### src/rtl/hash_arith_pkg.sv
// Shared definitions for the serial arithmetic blocks of the hashing datapath.
package hash_arith_pkg;

  typedef enum logic [1:0] {
    ST_IDLE = 2'd0,
    ST_RUN  = 2'd1,
    ST_DONE = 2'd2
  } ser_state_e;

  localparam int SLICE_W_DEF = 8;

endpackage

### src/rtl/sub_slice.sv
// Combinational W-bit subtract slice: {bout, diff} = a - b - bin.
module sub_slice #(
  parameter int W = 8
) (
  input  logic [W-1:0] a_i,
  input  logic [W-1:0] b_i,
  input  logic         bin_i,
  output logic [W-1:0] diff_o,
  output logic         bout_o
);

  // W+1-bit result: the top bit is set exactly when a < b + bin.
  logic [W:0] res;
  assign res    = {1'b0, a_i} - {1'b0, b_i} - {{W{1'b0}}, bin_i};
  assign diff_o = res[W-1:0];
  assign bout_o = res[W];

endmodule

### src/rtl/sub32_serial.sv
// Serial WIDTH-bit subtractor, one SLICE_W slice per clock, LSB first, with a
// start/busy/done handshake. d/bo update only when entering DONE.
module sub32_serial
  import hash_arith_pkg::*;
#(
  parameter int WIDTH   = 32,
  parameter int SLICE_W = SLICE_W_DEF
) (
  input  logic             clk,
  input  logic             rst_n,
  input  logic             start,
  input  logic [WIDTH-1:0] a,
  input  logic [WIDTH-1:0] b,
  input  logic             bi,
  output logic             busy,
  output logic             done,
  output logic [WIDTH-1:0] d,
  output logic             bo
);

  localparam int NSLICE = WIDTH / SLICE_W;
  localparam int IDX_W  = (NSLICE > 1) ? $clog2(NSLICE) : 1;
  localparam logic [IDX_W-1:0] LAST = IDX_W'(NSLICE - 1);

  ser_state_e       state_q, state_d;
  logic [IDX_W-1:0] idx_q, idx_d;
  logic [WIDTH-1:0] a_q, a_d, b_q, b_d;
  logic             br_q, br_d;
  logic [WIDTH-1:0] acc_q, acc_d;
  logic [WIDTH-1:0] d_q, d_d;
  logic             bo_q, bo_d;

  logic [NSLICE-1:0][SLICE_W-1:0] a_sl, b_sl;
  logic [SLICE_W-1:0]             sl_diff;
  logic                           sl_bo;

  assign a_sl = a_q;
  assign b_sl = b_q;

  sub_slice #(.W(SLICE_W)) u_slice (
    .a_i    (a_sl[idx_q]),
    .b_i    (b_sl[idx_q]),
    .bin_i  (br_q),
    .diff_o (sl_diff),
    .bout_o (sl_bo)
  );

  always_ff @(posedge clk or negedge rst_n) begin
    if (!rst_n) begin
      state_q <= ST_IDLE;
      idx_q   <= '0;
      a_q     <= '0;
      b_q     <= '0;
      br_q    <= 1'b0;
      acc_q   <= '0;
      d_q     <= '0;
      bo_q    <= 1'b0;
    end else begin
      state_q <= state_d;
      idx_q   <= idx_d;
      a_q     <= a_d;
      b_q     <= b_d;
      br_q    <= br_d;
      acc_q   <= acc_d;
      d_q     <= d_d;
      bo_q    <= bo_d;
    end
  end

  always_comb begin
    state_d = state_q;
    idx_d   = idx_q;
    a_d     = a_q;
    b_d     = b_q;
    br_d    = br_q;
    acc_d   = acc_q;
    d_d     = d_q;
    bo_d    = bo_q;
    case (state_q)
      // DONE accepts a new start like IDLE so back-to-back ops need no gap.
      ST_IDLE, ST_DONE: begin
        state_d = ST_IDLE;
        if (start) begin
          a_d     = a;
          b_d     = b;
          br_d    = bi;
          idx_d   = '0;
          state_d = ST_RUN;
        end
      end
      ST_RUN: begin
        br_d  = sl_bo;
        acc_d = {sl_diff, acc_q[WIDTH-1:SLICE_W]};
        if (idx_q == LAST) begin
          d_d     = {sl_diff, acc_q[WIDTH-1:SLICE_W]};
          bo_d    = sl_bo;
          state_d = ST_DONE;
        end else begin
          idx_d = idx_q + 1'b1;
        end
      end
      default: state_d = ST_IDLE;
    endcase
  end

  assign busy = (state_q == ST_RUN);
  assign done = (state_q == ST_DONE);
  assign d    = d_q;
  assign bo   = bo_q;

endmodule

### config.mk
export PLATFORM = sky130hd
export DESIGN_NAME = sub32_serial
export DESIGN_NICKNAME = d
export VERILOG_FILES = /design/src/rtl/hash_arith_pkg.sv /design/src/rtl/sub_slice.sv /design/src/rtl/sub32_serial.sv
export SDC_FILE = /design/constraint.sdc
export NUM_CORES = 1
export LEC_CHECK = 0
export ABC_AREA = 1
export CORE_MARGIN = 3
export CORE_UTILIZATION = 40
export DETAILED_ROUTE_END_ITERATION = 8
export PLACE_DENSITY = 0.64
export RECOVER_POWER = 25
export SLEW_MARGIN = 20
export SYNTH_ARGS = -nofsm -noshare
export SYNTH_HDL_FRONTEND = slang
export SYNTH_SLANG_ARGS = --single-unit
### constraint.sdc
create_clock -name clk -period 3.5 [get_ports clk]
set_input_delay 0.35 -clock clk [delete_from_list [all_inputs] [get_ports clk]]
set_output_delay 0.35 -clock clk [all_outputs]
set_load 0.02 [all_outputs]
# Word-level counts from Yosys, hierarchy flattened
# Cells that the tools add are included.
# classes
n_addsub,3
magnitude_cmp,1
n_eq_ne,6
n_mux,12
reduce_logical,7
# op_table
op,count
8-bit binary-select mux with 2-bit select,2
8-bit 2-to-1 mux,2
8-bit by 8-bit subtractor with 9-bit output,1
9-bit by 1-bit subtractor with 9-bit output,1
2-bit case mux with 2 select lines,2
2-bit 2-to-1 mux,3
2-bit AND reduction,3
2-bit == test (second input constant),2
2-bit inequality test (second input constant),2
2-bit by 3-bit less-than comparator with 1-bit output (second input constant),1
3-bit AND reduction,1
2-bit by 1-bit adder with 2-bit output (second input constant),1
2-bit by 1-bit == test with 1-bit output (second input constant),1
2-bit logical NOT,1
1-bit 2-to-1 mux,2
2-bit by 1-bit inequality test with 1-bit output (second input constant),1
1-bit case mux with 2 select lines,1
2-bit nonzero test,1
2-bit OR reduction,1
# totals
reg_bits,134
out_inout_bits,35
wordCells,37

# Logic depth before layout (Yosys ltp)
# Gate-level depths: netlist of the first run.
# logic_depth
word_depth,5
ltp_mapped,17
depth_no_buf,15

# Modules after synthesis
# Synthesis of the first run repeated with hierarchy kept, for this count alone.
# hier_totals
cells_unflattened,712
hier_area_um2,5905.7
# by_module_without_submodules
mod,instances,cells_per_inst,area_per_inst_um2,seq_area_each_um2
sub32_serial,1,612,5328.9,3153.0
sub_slice,1,100,576.8,0.0

# Least setup slack after synthesis of the first run
# Ideal clock, no wire load.
# synth_path
kind,register to register
start,register idx_q[0]
end,register br_q
setup_time_ns,0.117
arrival_ns,2.421
required_time_ns,3.383
setup_slack_ns,0.962
path_stages_with_launch,18
synth_period_minus_slack_ns,2.538
path_cell_list,dfrtp_1 -> buf_2 -> inv_2 -> clkbuf_1 -> nand2_1 -> a32o_1 -> fa_1 -> inv_1 -> fa_1 -> nor2_1 -> o21bai_1 -> nand2_1 -> nand2_1 -> nand2_1 -> nand2_1 -> nand2_1 -> nand2_1 -> nand2_1
# synth_between
elab_chain_cells,5
elab_cells_between_ends,7
cone_classes,2 x add/sub; 5 x mux
# synth_lines
item,line,text
from (decl),sub32_serial.sv:26,"logic [IDX_W-1:0] idx_q, idx_d;"
from (signal assigned),sub32_serial.sv:60,idx_q <= idx_d;
"8-bit binary-select mux with 2-bit select, on equally long branches","sub32_serial.sv:41, sub32_serial.sv:42",
"8-bit 2-to-1 mux, on equally long branches","sub32_serial.sv:41, sub32_serial.sv:42",
8-bit by 8-bit subtractor with 9-bit output (*),sub_slice.sv:14,"assign res = {1'b0, a_i} - {1'b0, b_i} - {{W{1'b0}}, bin_i};"
9-bit by 1-bit subtractor with 9-bit output (*),sub_slice.sv:14,
1-bit case mux with 2 select lines (*),sub32_serial.sv:79,case (state_q)
to (signal assigned),sub32_serial.sv:63,br_q <= br_d;
to (decl),sub32_serial.sv:28,"logic br_q, br_d;"
# Mark *: on every way between the ends. The rest lies on a longest branch, timed or not. The select of a mux whose other input is x is not followed.
# A chain may end at the register's enable or synchronous reset.

# Worst setup path after layout of the first run
# layout_path
start,register idx_q[1]
end,"register d_q[29], in the netlist d[29]"
# layout_between
elab_chain_cells,4
elab_cells_between_ends,8
cone_classes,2 x add/sub; 1 x eq/ne; 4 x mux; 1 x reduce/logical
# layout_lines
item,line,text
"8-bit binary-select mux with 2-bit select, on equally long branches","sub32_serial.sv:41, sub32_serial.sv:42",
"8-bit 2-to-1 mux, on equally long branches","sub32_serial.sv:41, sub32_serial.sv:42",
8-bit by 8-bit subtractor with 9-bit output,sub_slice.sv:14,
9-bit by 1-bit subtractor with 9-bit output,sub_slice.sv:14,
to (signal assigned),sub32_serial.sv:56,d_q <= '0;
to (signal assigned),sub32_serial.sv:65,d_q <= d_d;
to (decl),sub32_serial.sv:30,"logic [WIDTH-1:0] d_q, d_d;"
# Several ways; a longest one is shown, not always the timed one. The select of a mux whose other input is x is not followed.

==> results_dict.tcl, run 1 <==
set metrics [dict create \
    power_mw 8.89 \
    dpl.cell_count 928 \
    port_buffers 102 \
    startpoint_type "register" \
    placed_area_um2 6800 \
    hold_path.class "in -> reg" \
    syn_avg_cell_area_um2 8.40 \
    max-slew-margin-rel_pct 4.93 \
    fin_nets 856 \
    clk_pin_slew_ns 0.06 \
    synthCells 679 \
    tightestPinTransition_ns 1.43 \
    root_buffer "clkbuf_16" \
    setup_tns_ns 0 \
    clock.fmax_mhz 348 \
    fin_worst_skew_ns 0.00854 \
    finalSetupViolCount 0 \
    area_growth_pct 31.3 \
    hpwl_mm 9.24 \
    p_leak_nw 3.69 \
    drv_cap 0 \
    drcViolationCount 0 \
    drtAntennaViolNets 0 \
    antenna_found_initial 0 \
    power.density_nw_per_um2 1190 \
    floorplan.initialDensity_pct 41.9 \
    startpoint "idx_q[1]" \
    synth_cell_types 25 \
    cts_buffer_depth 2 \
    status "completed" \
    synth.ff_latch_count 126 \
    power_frac_clock_pct 22.4 \
    fp-row-count 42 \
    cp_data_required_time_ns 3.77 \
    antennaDiodeCount 0 \
    dieArea_um2 15700 \
    syn_area_um2 5700 \
    grt.total_usage_pct 17.9 \
    synth_warnings 0 \
    wirelength_mm 13.6 \
    p_int_mw 5.19 \
    worstHoldStart "a[7]" \
    avgViaCountPerCell 4.85 \
    reg2reg_from "idx_q[1]" \
    cts_buffers 17 \
    grt_max_degree 77 \
    grt_setup_unrepaired "no" \
    cts_max_level 4 \
    critPathArrivalTime_ns 3.15 \
    synth_fp_nets 762 \
    finalInstanceArea_um2 7480 \
    cts_tree "yes" \
    p_switching_mw 3.70 \
    fin_crit_ns 2.88 \
    drt_iter0_markers 326 \
    power_frac_seq_pct 29.0 \
    die_w_um 125 \
    grt_pass1_vias 4692 \
    wl_per_cell_um 14.1 \
    hold_depth 3 \
    crit_fanout 26 \
    coreArea_um2 13600 \
    cts_sinks 126 \
    routabilityCongestion 0.843 \
    ir_worst_vdd_v 0.000490 \
    drive_gt1_share_pct 7.38 \
    final_cell_mix "nand2_1, dfrtp_1, clkdlybuf4s50_1" \
    ctsResizeCount 0 \
    drt_first_pass_iters 5 \
    power.share.combinational_pct 48.6 \
    ys_seq_area_share_pct 55.3 \
    layout.cells.non_filler 962 \
    grt_pass1_wl_mm 22.8 \
    postCtsSetupBuffers 0 \
    fp.dieH_um 125 \
    crit_path_end_kind "register" \
    finalHoldViolations 0 \
    grt.overflow.total 0 \
    vias 4662 \
    critical_path_class "reg -> reg" \
    clk_latency_ns 0.42 \
    period_share_pct 82.2 \
    cts_hold_buf 0 \
    fill_cells 1235 \
    swShare_pct 41.6 \
    boundaryPins 103 \
    r2r_cells 11 \
    final_common_cell "nand2_1" \
    slew_viol_final 0 \
]
[power by group through the flow]
stage               clock network (mW)  logic, mW  registers (mW)
floorplan                            0       2.96            2.66
global placement                     0       4.16            2.58
detailed placement                   0       4.30            2.60
CTS                               2.01       4.34            2.58
global route                      2.09       4.92            2.66
finish                            1.99       4.32            2.58
[cells by family (layout without fill, tap and decap cells)]
group / after synthesis / count (layout) / synth area share, %
xor+xnor: 4 / 4 / 0.615
simple gates: 352 / 352 / 23.9
buf+inv: 85 / 192 / 6.45
compound gates: 97 / 97 / 10.2
flops: 126 / 126 / 55.3
fa+ha+maj: 15 / 15 / 3.56
[through the flow]
stage / setup slack, ns / hold WS [ns] / utilization (%)
final: 0.624 / 0.456 / 55.0
after global routing: 0.282 / 0.467 / 55.0
after CTS: 0.666 / 0.121 / 54.9
after global placement: 0.804 / 0.457 / 50.0
after floorplan: 0.962 / 0.0544 / -
after detailed placement: 0.706 / 0.463 / 50.0
[routing by layer]
metal  up-vias  part of all wire (%)  GRT usage (%)
met3        19                   5.4           5.20
met5         -                     0              0
met4         0                   1.7           6.70
li1       2324                     -              -
met1      2181                    46           24.2
met2       138                    47           27.5
[cells in the mapped netlist (all sizes together)]
| cell type | n | area, µm² |
|---|---|---|
| fa | 2 | 40.0 |
| dfrtp | 126 | 3150 |
| a21oi | 12 | 60.1 |
| o21a | 2 | 15.0 |
| o21bai | 1 | 7.51 |
| inv | 50 | 188 |
| nor2 | 21 | 97.6 |
| clkbuf | 17 | 63.8 |
| o22ai | 7 | 43.8 |
| xor2 | 2 | 17.5 |
| buf | 18 | 116 |
| o21ai | 67 | 373 |
| nand2 | 315 | 1180 |
| a32o | 8 | 80.1 |
| nand3 | 16 | 80.1 |
| ha | 13 | 163 |
| xnor2 | 2 | 17.5 |
[worst max-delay path, stage by stage, from the launching register on]
cell and delay [ns]:
dfrtp_1 0.51, inv_2 0.41, o21ai_0 0.18, o22ai_1 0.24, ha_1 0.29, inv_1 0.06
ha_1 0.27, a21oi_1 0.18, o21a_1 0.16, nand2_1 0.10, xnor2_1 0.24, o21ai_1 0.08
[layout make-up]
type | instances | area, µm² | area share, %
Timing Repair Buffer | 110 | 1070 | 14.4
Inverter | 50 | 188 | 2.51
Clock inverter | 15 | 244 | 3.26
Tap cell | 176 | 220 | 2.94
Clock buffer | 17 | 425 | 5.68
Multi-Input combinational cell | 468 | 2180 | 29.1
Sequential cell | 126 | 3150 | 42.1
[sequential cells by signal, indices dropped and copies added, names as in the netlist]
signal and count:
b_q 32, acc_q 24, a_q 32, bo 1, idx_q 2, br_q 1
d 32, state_q 2
[final timing paths]
check	end	slack [ns]
setup / recovery	d[29]	0.62
hold / removal	a_q[7]	0.46
setup reg to reg	d[29]	0.62
hold reg to reg	d[23]	0.47
max in group asynchronous	b_q[6]	0.76
min in group asynchronous	acc_q[26]	0.62
Power figures use the tool's default switching activity.
==> run 2: changes to the inputs <==
--- a/config.mk
+++ b/config.mk
@@ -9,7 +9,7 @@
 export CORE_MARGIN = 3
 export CORE_UTILIZATION = 40
 export DETAILED_ROUTE_END_ITERATION = 8
-export PLACE_DENSITY = 0.64
+export PLACE_DENSITY = 0.66
 export RECOVER_POWER = 25
 export SLEW_MARGIN = 20
 export SYNTH_ARGS = -nofsm -noshare
==> constraint.sdc (replaced) <==
create_clock -name clk -period 2.39 [get_ports clk]
set_input_delay 0.239 -clock clk [delete_from_list [all_inputs] [get_ports clk]]
set_output_delay 0.239 -clock clk [all_outputs]
set_load 0.02 [all_outputs]
==> run 2 against run 1 <==
  * The run now ends with capacitance limit, slew limit, setup timing left
  * Cell area up 3.8%
  * Cell count grew 2.3%
  * Critical path depth is 3 higher
  * Non-clock buffer count rose by 22
  * Via count grew 1.8%
  * Worst hold slack got worse by 0.10 ns
  * Largest power group unchanged
==> results_dict.tcl, run 2 (synthesized netlist as in run 1, its figures left out) <==
set metrics [dict create \
    fin_worst_skew_ns 0.0106 \
    tightestPinTransition_ns 1.75 \
    drtAntennaViolNets 0 \
    wl_per_cell_um 14.2 \
    p_switching_mw 5.67 \
    critical_path_class "reg -> reg" \
    crit_family "adder cells" \
    crit_path_end_kind "register" \
    slew_viol_final 34 \
    boundaryPins 103 \
    path_common_cell "nand2_1" \
    slowest_delay_ns 0.47 \
    grt_pass1_wl_mm 23.9 \
    path_buf_inv 3 \
    hpwl_mm 9.83 \
    clk_pin_slew_ns 0.06 \
    crit_slowest_cell "dfrtp_2" \
    floorplan.initialDensity_pct 41.9 \
    swShare_pct 40.3 \
    die_w_um 125 \
    power.share.combinational_pct 52.5 \
    drt_iter0_markers 286 \
    grt_pass1_vias 4939 \
    fp.dieH_um 125 \
    power_mw 14.1 \
    p_int_mw 8.39 \
    port_buffers 102 \
    cts_max_level 4 \
    final_common_cell "nand2_1" \
    dieArea_um2 15700 \
    drcViolationCount 0 \
    area_growth_pct 36.2 \
    coreArea_um2 13600 \
    fin_nets 878 \
    avgViaCountPerCell 4.83 \
    power.density_nw_per_um2 1810 \
    fill_cells 1212 \
    cp_cell_sequence "inv_8 > buf_4 > nand2_1 > a32o_1 > ha_1 > inv_1 > ha_1 > a21oi_1 > o21a_1 > nand3_1 > nand2_1 > nand2_1 > nand2_1 > nand2_1" \
    root_buffer "clkbuf_16" \
    antenna_found_initial 0 \
    fp-row-count 42 \
    clk_latency_ns 0.41 \
    worst_slack_ns -0.00203 \
    final_cell_mix "nand2_1, dfrtp_1, clkdlybuf4s50_1" \
    antennaDiodeCount 0 \
    critPathArrivalTime_ns 2.68 \
    status "complete, but fails checks" \
    power_frac_clock_pct 20.5 \
    cts_buffer_depth 2 \
    period_share_pct 100 \
    startpoint_type "register" \
    cp_data_required_time_ns 2.68 \
    p_leak_nw 3.84 \
    max-slew-margin-rel_pct -16.8 \
    grt.total_usage_pct 18.6 \
    ir_worst_vdd_v 0.000957 \
    routabilityCongestion 0.837 \
    grt_setup_unrepaired "yes" \
    postCtsSetupBuffers 0 \
    grt.overflow.total 0 \
    hold_path.class "in -> reg" \
    fin_crit_ns 2.39 \
    cts_sinks 126 \
    holdWs_ns 0.357 \
    crit_fanout 26 \
    failed_checks "capacitance limit, slew limit, setup timing" \
    power_frac_seq_pct 27.0 \
    wirelength_mm 14.0 \
    drv_cap 1 \
    cts_buffers 17 \
    vias 4748 \
    finalSetupViolCount 3 \
    finalHoldViolations 0 \
    drive_gt1_share_pct 11.1 \
    drt_first_pass_iters 4 \
    clock.fmax_mhz 418 \
    cts_tree "yes" \
    grt_max_degree 69 \
]
-- run 2: through the flow --
step                cells  util [%]  worst slack (ns)  TNS [ns]  instance area (µm²)
global placement      951      51.7           -0.0409   -0.0409                 7030
floorplan             679         -            0.0392         0                 5740
detailed placement    951      51.7           -0.0766    -0.435                 7030
global route          984      57.1            -0.219     -1.90                 7770
CTS                   984      57.1            0.0114         0                 7770
finish                984      57.1          -0.00203  -0.00388                 7770
-- run 2: area by class of cell --
| type | count | area, µm² | share of cell area [%] |
|---|---|---|---|
| sequential | 126 | 3150 | 40.6 |
| clock inverter | 12 | 209 | 2.69 |
| inverter | 50 | 198 | 2.55 |
| clock buffer | 20 | 457 | 5.88 |
| timing repair buffer | 132 | 1300 | 16.8 |
| multi-input combinational | 468 | 2230 | 28.7 |
| tap | 176 | 220 | 2.84 |
-- run 2: power by group through the flow --
stage	Combinational [mW]	Clock, mW	Sequential [mW]
global route	8.37	3.02	3.92
finish	7.38	2.88	3.80
CTS	7.37	2.91	3.81
global placement	6.81	0	3.79
floorplan	4.41	0	3.89
detailed placement	6.98	0	3.81
-- run 2: path summary, 6_finish.rpt --
check	from	to	slack, ns	depth (start not counted)
min	a[14]	a_q[14]	0.36	3
max in group asynchronous	rst_n	idx_q[0]	0.37	3
max	idx_q[0]	br_q	-0.002	14
min reg2reg	acc_q[17]	acc_q[9]	0.47	2
max reg2reg	idx_q[0]	br_q	-0.002	14
min in group asynchronous	rst_n	d[3]	0.83	2
-- run 2: metal layers --
layer / share of wire, % / up-vias / global-route usage, %
met5: 0 / - / 0
met2: 49 / 127 / 31.4
li1: - / 2374 / -
met1: 45 / 2231 / 23.9
met4: 1.7 / 0 / 6.06
met3: 3.8 / 16 / 4.31
-- run 2: repair_timing --
action | in CTS | in global routing
pin swaps | 1 | 0
hold buffers | 1 | 0
gates resized for setup | 15 | 4
endpoints found under the hold margin | 31 | 0
endpoints found under the setup margin | 10 | 12
-- run 2: worst register-to-register path, cell delays in order, from the launching register on --
cell and delay, ns:
dfrtp_2 0.47, inv_8 0.16, buf_4 0.14, nand2_1 0.04, a32o_1 0.22, ha_1 0.28, inv_1 0.04, ha_1 0.32
a21oi_1 0.14, o21a_1 0.16, nand3_1 0.07, nand2_1 0.08, nand2_1 0.05, nand2_1 0.05, nand2_1 0.05
